$ cat src/rtl/univ_shift_reg.sv
// Universal shift register: parallel load plus a counted burst of left/right
// shifts (serial fill or rotate) with a busy/done handshake.
module univ_shift_reg #(
    parameter int               WIDTH     = 8,
    parameter int               CW        = 4,
    parameter logic [WIDTH-1:0] RESET_VAL = '0
) (
    input  logic             clk,
    input  logic             reset_L,
    input  logic             load,
    input  logic [WIDTH-1:0] din,
    input  logic             start,
    input  logic [CW-1:0]    shift_cnt,
    input  logic             dir,
    input  logic             rotate,
    input  logic             ser_in,
    output logic [WIDTH-1:0] q,
    output logic             ser_out,
    output logic             busy,
    output logic             done
);

    typedef enum logic [1:0] {
        ST_IDLE  = 2'd0,
        ST_SHIFT = 2'd1,
        ST_DONE  = 2'd2
    } state_t;

    state_t           state_q, state_d;
    logic [WIDTH-1:0] data_q,  data_d;
    logic [CW-1:0]    cnt_q,   cnt_d;
    logic             dir_q,   dir_d;
    logic             rot_q,   rot_d;

    logic             fill_right;
    logic             fill_left;
    logic [WIDTH-1:0] shifted;

    // Burst direction and mode come from the values latched at start.
    assign fill_right = rot_q ? data_q[0]       : ser_in;
    assign fill_left  = rot_q ? data_q[WIDTH-1] : ser_in;
    assign shifted    = dir_q ? {data_q[WIDTH-2:0], fill_left}
                              : {fill_right, data_q[WIDTH-1:1]};

    always_ff @(posedge clk) begin
        if (!reset_L) begin
            state_q <= ST_IDLE;
            data_q  <= RESET_VAL;
            cnt_q   <= '0;
            dir_q   <= 1'b0;
            rot_q   <= 1'b0;
        end else begin
            state_q <= state_d;
            data_q  <= data_d;
            cnt_q   <= cnt_d;
            dir_q   <= dir_d;
            rot_q   <= rot_d;
        end
    end

    always_comb begin
        state_d = state_q;
        data_d  = data_q;
        cnt_d   = cnt_q;
        dir_d   = dir_q;
        rot_d   = rot_q;
        case (state_q)
            ST_IDLE: begin
                if (load) begin
                    data_d = din;
                end else if (start) begin
                    cnt_d   = shift_cnt;
                    dir_d   = dir;
                    rot_d   = rotate;
                    state_d = (shift_cnt != '0) ? ST_SHIFT : ST_DONE;
                end
            end
            ST_SHIFT: begin
                data_d = shifted;
                cnt_d  = cnt_q - 1'b1;
                if (cnt_q == {{(CW-1){1'b0}}, 1'b1}) begin
                    state_d = ST_DONE;
                end
            end
            ST_DONE: begin
                state_d = ST_IDLE;
            end
            default: begin
                state_d = ST_IDLE;
            end
        endcase
    end

    assign q       = data_q;
    assign ser_out = dir_q ? data_q[WIDTH-1] : data_q[0];
    assign busy    = (state_q == ST_SHIFT);
    assign done    = (state_q == ST_DONE);

endmodule

$ cat config.mk
export PLATFORM = sky130hd
export DESIGN_NAME = univ_shift_reg
export DESIGN_NICKNAME = d
export VERILOG_FILES = /design/src/rtl/univ_shift_reg.sv
export SDC_FILE = /design/constraint.sdc
export NUM_CORES = 1
export LEC_CHECK = 0
export ABC_AREA = 1
export CORE_UTILIZATION = 45
export CTS_CLUSTER_DIAMETER = 60
export DETAILED_ROUTE_END_ITERATION = 10
export PLACE_DENSITY = 0.84
export SLEW_MARGIN = 10
export SYNTH_ARGS = -nofsm -noshare
export SYNTH_HDL_FRONTEND = slang
export SYNTH_SLANG_ARGS = --single-unit
export TNS_END_PERCENT = 20
$ cat constraint.sdc
create_clock -name clk -period 1.6 [get_ports clk]
set_input_delay 0.32 -clock clk [delete_from_list [all_inputs] [get_ports clk]]
set_output_delay 0.32 -clock clk [all_outputs]
set_load 0.05 [all_outputs]
==> results of run 1 <==
-- tightest hold or removal path: cells and delay by family (launching register included) --
family	cells	cell delay [ns]
flops	1	0.33
simple gates	1	0.06
compound gates	1	0.05
-- cell usage in the layout (no fill, tap or decap) --
master / Yosys / routed
nand2_1: 20 / 20
inv_2: 4 / 4
nor2_1: 8 / 8
nand3_1: 8 / 8
o211ai_1: 4 / 4
o21ai_1: 15 / 15
nor3_1: 1 / 1
nor2_4: 1 / 1
clkdlybuf4s50_1: 0 / 18
ha_1: 2 / 2
inv_4: 1 / 1
o21ai_2: 1 / 2
buf_12: 0 / 9
inv_1: 12 / 12
dfxtp_1: 16 / 16
o21ai_0: 4 / 3
or2_2: 1 / 1
clkbuf_8: 0 / 1
a21oi_1: 25 / 25
buf_4: 1 / 6
nand2_2: 1 / 1
a21oi_2: 1 / 1
clkbuf_4: 0 / 3
o21ai_4: 1 / 1
nand2_4: 2 / 2
-- power groups by stage --
stage / combinational, mW / clock, mW / sequential, mW
floorplan: 0.557 / 0 / 0.729
global placement: 1.08 / 0 / 0.607
detailed placement: 1.10 / 0 / 0.609
CTS: 1.11 / 0.277 / 0.600
global route: 1.21 / 0.293 / 0.611
finish: 1.11 / 0.276 / 0.603
-- state kept, by name, indices dropped and copies added (netlist names) --
| name | flops |
|---|---|
| q | 8 |
| cnt_q | 4 |
| state_q | 2 |
| dir_q | 1 |
| rot_q | 1 |
-- metrics by stage --
| step | total power, mW | hold slack (ns) | instance area, um2 |
|---|---|---|---|
| 3_5_place_dp | 1.71 | 0.481 | 1330 |
| 2_1_floorplan | 1.29 | 0.456 | 923 |
| 4_1_cts | 1.99 | 0.495 | 1370 |
| 3_3_place_gp | 1.69 | 0.470 | 1330 |
| 5_1_grt | 2.11 | 0.515 | 1370 |
| 6_report | 1.99 | 0.490 | 1370 |
-- worst max-delay path by stage --
stage	from	end	slack, ns	depth (start not counted)
2_1_floorplan	q[7]	ser_out	0.04	2
3_3_place_gp	load	cnt_q[2]	0.12	8
3_5_place_dp	load	cnt_q[2]	0.10	8
4_1_cts	state_q[1]	busy	0.08	4
5_1_grt	state_q[1]	busy	0.02	4
6_report	state_q[1]	busy	0.07	4
-- logic make-up after synthesis --
family / count (synthesis)
compound gates: 51
simple gates: 42
buf+inv: 21
flops: 16
fa+ha+maj: 2
-- area by class of cell --
class / count / area share (%)
Clock buffer: 4 / 2.65
Inverter: 17 / 4.84
Multi-Input combinational cell: 95 / 37.2
Sequential cell: 16 / 23.4
Tap cell: 25 / 2.29
Timing Repair Buffer: 33 / 29.6
-- per-layer routing --
metal | up-vias | part of all wire, % | routed length (um) | GRT usage, %
li1 | 513 | - | - | -
met1 | 461 | 44 | 1050 | 31.6
met2 | 59 | 46 | 1090 | 38.1
met3 | 4 | 9.1 | 217 | 6.15
met4 | 0 | 0.88 | 21 | 5.71
met5 | - | 0 | 0 | 0
==> reports/qor.yml, run 1 <==
logic_synthesis:
  yosys.area.top_type_share_pct: 34.8
  synth_top_cell_by_area: "dfxtp_1"
  synthAdderAreaFrac_pct: 2.72
  ys_types: 24
  synthMuxAreaShare_pct: 0
  synth-edff-count: 0
  synth_top_family_by_area: "compound AO/OA/AOI/OAI gates"
  yosys_warnings: 0
  ys_ff_latch: 16
  synth_compound_area_share_pct: 30.9
  synth_top_flop_cell: "dfxtp_1"
  syn_inst: 132
  avgSynthCellArea_um2: 6.97
  synth_xor_area_share_pct: 0
  yosys-top-cells-area: "dfxtp_1 (35%), a21oi_1 (14%), nand2_1 (8.2%)"
  synthMostInstantiatedCell: "a21oi_1"
  postSynth.asyncResetShare_pct: 0
  synth-seq-area-share_pct: 34.8
  synth_simple_gate_area_share_pct: 21.4
  netlist_top_cells_count: "a21oi_1 (25), nand2_1 (20), dfxtp_1 (16)"
  synth_nets: 153
  synth_area_um2: 920
drt:
  dr.pass1.iters: 4
  drc_errors: 0
  vias_per_cell: 5.46
  dr_total_vias: 1037
  ant_nets: 0
  drt_iter0_drc: 35
  wl_per_cell_um: 12.5
  routed_wl_um: 2380
pwr:
  swShare_pct: 45.1
  vdd_ir_drop_max_mv: 1.01
  p_switching_mw: 0.897
  power_density_nw_per_um2: 1450
  pwr-share-comb_pct: 55.8
  power_leakage_nw: 0.557
  intPower_mw: 1.09
  p_seq_share_pct: 30.3
  p_clk_share_pct: 13.9
worst_setup_path:
  path_cells: "inv_2 -> nand2_4 -> inv_4 -> buf_12"
  arrival_ns: 1.21
  cp-end-kind: "primary output"
  setup.worst_path.start_class: "flop"
  critPathTopFamily: "buffers and inverters"
  cp_slowest_cell: "dfxtp_1"
  reg2reg_depth: 7
  rrSetupSlack_ns: 0.30
  path_class: "flop to primary output"
  worstPathMaxFanout: 9
  regToRegStartpoint: "cnt_q[0]"
  required_ns: 1.28
  critPathBufInv: 3
  cpPeakStageDelay_ns: 0.35
  r2r_end: "cnt_q[2]"
finish:
  utilization_pct: 75.2
  multi_input_area_um2: 509
  final_cells: 190
  nNetsFinal: 187
  drive_gt1_share_pct: 20.0
  synthToLayoutAreaGrowth_pct: 48.8
  nFillCells: 138
  diodes: 0
  seqCellArea_um2: 320
min_path:
  holdPathStages: 2
  min_to: "cnt_q[1]"
  min-delay-start: "cnt_q[1]"
  hold_path_class: "flop to flop"
global_route:
  grt_pass1_vias: 863
  grt_max_degree: 15
  grt_first_pass_wirelength_um: 3650
  grt_usage_pct: 23.6
  grt_antenna_before_repair: 0
  overflow: 0
placement:
  portBuffers: 29
  numPlacedInstances: 186
  hpwl_um: 1800
  dp_slack_ns: 0.101
  gp_congestion: 0.856
timing:
  relSlewSlack_pct: 82.6
  period_needed_ns: 1.53
  fmax_mhz: 655
  finalHoldViolations: 0
  slew_violations: 0
  worstMarginPinSlew_ns: 0.260
  rsz0062_at_grt: "false"
  fin_tns_setup_ns: 0
  setup_viol: 0
  period_share_pct: 95.3
  fin_ws_ns: 0.0744
  clock_skew_ns: 0.00474
clocking:
  cts_sinks: 16
  clkLatencyLatePin_ns: 0.29
  post_cts_buffers: 0
  cts_buffers: 3
  cts_root_buffer: "clkbuf_4"
  cts-htree-levels: 1
  hold_buffers: 0
  cts-resized-gates: 0
  cts_buffer_depth: 2
  cts.reportedPaths.clkPinSlew_ns: 0.10
  cts_tree: "built"
floorplanning:
  initial_core_util_pct: 50.5
  die_w_um: 47.2
  core_region_area_um2: 1820
  die-area_um2: 2230
  fp-row-count: 15
  die_y_um: 47.2
  io_pins: 30
job:
  max_cap_violations: 0
status:
  outcome: "finished clean"
(Power assumes the default switching activity.)
==> run 2, diff against run 1 <==
- CORE_MARGIN: unset -> 5
==> run 2 against run 1 <==
Net effect: critical path depth unchanged; cell count grew 0.53%; first-iteration DRC count is 14% higher; sequential share of layout area is 0.26 points higher; register-to-register slack lost 0.02 ns; combinational power about the same; worst hold slack gained 0.0092 ns; total power is 3.0% lower.
==> reports/qor.yml, run 2 (synthesis results as in run 1) <==
finish:
  largest_reg_flops: 8  # unchanged
  drive_gt1_share_pct: 20.1  # was 20.0%
  diodes: 0  # unchanged
  design_area_um2: 1360  # was 1370 um2
  multi_input_area_um2: 509  # unchanged
  mostFrequentLayoutCell: "a21oi_1"  # unchanged
  most-common-layout-cells: "a21oi_1 (25), nand2_1 (20), clkdlybuf4s50_1 (18)"  # unchanged
  seqCellArea_um2: 322  # was 320 um2
  synthToLayoutAreaGrowth_pct: 47.8  # was 48.8%
  nNetsFinal: 187  # unchanged
  nFillCells: 171  # was 138
timing:
  slew_violations: 0  # unchanged
  setup_viol: 0  # unchanged
  finalHoldViolations: 0  # unchanged
  fin_tns_setup_ns: 0  # unchanged
  fmax_mhz: 659  # was 655 MHz
  period_needed_ns: 1.52  # was 1.53 ns
  rsz0062_at_grt: "false"  # unchanged
  clock_skew_ns: 0.00101  # was 0.00474 ns
  relSlewSlack_pct: 82.3  # was 82.6%
  period_share_pct: 94.9  # was 95.3%
  worstMarginPinSlew_ns: 0.265  # was 0.260 ns
floorplanning:
  die_y_um: 55.2  # was 47.2 um
  core_region_area_um2: 1960  # was 1820 um2
  initial_core_util_pct: 46.9  # was 50.5%
  fp-row-count: 16  # was 15
  io_pins: 30  # unchanged
  die_w_um: 55.2  # was 47.2 um
  die-area_um2: 3050  # was 2230 um2
pwr:
  power_leakage_nw: 0.551  # was 0.557 nW
  vdd_ir_drop_max_mv: 0.855  # was 1.01 mV
  power_density_nw_per_um2: 1420  # was 1450 nW/um2
global_route:
  grt_max_degree: 13  # was 15
  grt_pass1_vias: 955  # was 863
  grt_first_pass_wirelength_um: 4200  # was 3650 um
  grt_usage_pct: 16.7  # was 23.6%
  overflow: 0  # unchanged
  grt_antenna_before_repair: 0  # unchanged
drt:
  dr.pass1.iters: 6  # was 4
  wl_per_cell_um: 12.8  # was 12.5 um
  dr_total_vias: 1006  # was 1037
  routed_wl_um: 2440  # was 2380 um
  drc_errors: 0  # unchanged
  vias_per_cell: 5.27  # was 5.46
  drt_iter0_drc: 40  # was 35
  ant_nets: 0  # unchanged
worst_setup_path:
  setup.worst_path.start_class: "flop"  # unchanged
  path_cells: "inv_2 -> nand2_4 -> inv_4 -> buf_12"  # unchanged
  cp-end-kind: "primary output"  # unchanged
  critPathBufInv: 3  # unchanged
  arrival_ns: 1.20  # was 1.21 ns
  required_ns: 1.28  # about the same
  critPathTopFamily: "buffers and inverters"  # unchanged
  cp_slowest_cell: "dfxtp_1"  # unchanged
  cpPeakStageDelay_ns: 0.35  # about the same
  worstPathMaxFanout: 9  # unchanged
  path_class: "flop to primary output"  # unchanged
  regToRegStartpoint: "cnt_q[0]"  # unchanged
  startpoint: "state_q[1]"  # unchanged
clocking:
  cts.reportedPaths.clkPinSlew_ns: 0.09  # was 0.10 ns
  cts-htree-levels: 1  # unchanged
  cts_root_buffer: "clkbuf_4"  # unchanged
  cts_buffer_depth: 2  # unchanged
  cts_tree: "built"  # unchanged
  clkLatencyLatePin_ns: 0.30  # was 0.29 ns
  cts_buffers: 3  # unchanged
  cts_sinks: 16  # unchanged
  hold_buffers: 0  # unchanged
placement:
  hpwl_um: 1900  # was 1800 um
  dpl_cell_area_um2: 1340  # was 1330 um2
  portBuffers: 29  # unchanged
  gp_congestion: 0.917  # was 0.856
min_path:
  hold_path_class: "flop to flop"  # unchanged
  min-delay-start: "rot_q"  # was cnt_q[1]
job:
  max_cap_violations: 0  # unchanged
status:
  outcome: "finished clean"  # unchanged
[run 2: cell count changes in the layout (fill, tap and decap cells not counted)]
| cell | change |
|---|---|
| clkbuf_8 | -1 |
| dfxtp_1 | -1 |
| dfxtp_2 | +1 |
[run 2: report_power, final]
part           total (mW)  switching (mW)  leakage (nW)  internal, mW
Clock               0.221           0.133        0.0138        0.0879
Sequential          0.616           0.121         0.133         0.494
Combinational        1.10           0.635         0.404         0.461
[run 2: path summary, 6_finish.rpt]
kind	cells past startpoint	slack [ns]	to
setup / recovery	4	0.08	busy
hold / removal	2	0.50	rot_q
setup reg to reg	7	0.28	cnt_q[2]
hold reg to reg	2	0.50	rot_q
[run 2: routing by layer]
metal	wire length [um]	up-vias	share of wire, %	track usage, %
met5	0	-	0	0
met4	56	0	2.3	8.33
met3	126	5	5.2	3.26
met2	1150	36	47	26.5
met1	1110	454	45	21.5
li1	-	511	-	-
[run 2: repair_timing]
action	in CTS	in global routing
setup endpoints to repair	1	0
resized for setup	1	0
setup buffers	0	0
[run 2: tightest hold or removal path: stages (launching register included)]
cell and delay, ns:
dfxtp_1 0.33, inv_1 0.07, a21oi_1 0.06
[run 2: area by class of cell]
class                   count  share of cell area [%]
clock buffers               3                    1.66
inverters                  17                    4.88
multi-input cells          95                    37.5
flip-flops and latches     16                    23.7
well taps                  27                    2.49
repair buffers             33                    29.8
[run 2: stage by stage]
stage / cells / util, % / power (mW) / hold slack [ns] / worst slack, ns
2_1_floorplan: 132 / - / 1.29 / 0.456 / 0.0413
5_1_grt: 191 / 69.3 / 2.05 / 0.524 / 0.0145
4_1_cts: 191 / 69.3 / 1.94 / 0.504 / 0.0677
6_report: 191 / 69.3 / 1.93 / 0.500 / 0.0820
3_3_place_gp: 188 / 68.0 / 1.69 / 0.471 / 0.149
3_5_place_dp: 188 / 68.0 / 1.72 / 0.490 / 0.111
==> run 3, diff against run 2 <==
- CORE_MARGIN: 5 -> unset
==> results of run 3 <==
Same layout as run 1: the final DEF is identical, and so are final timing and power.
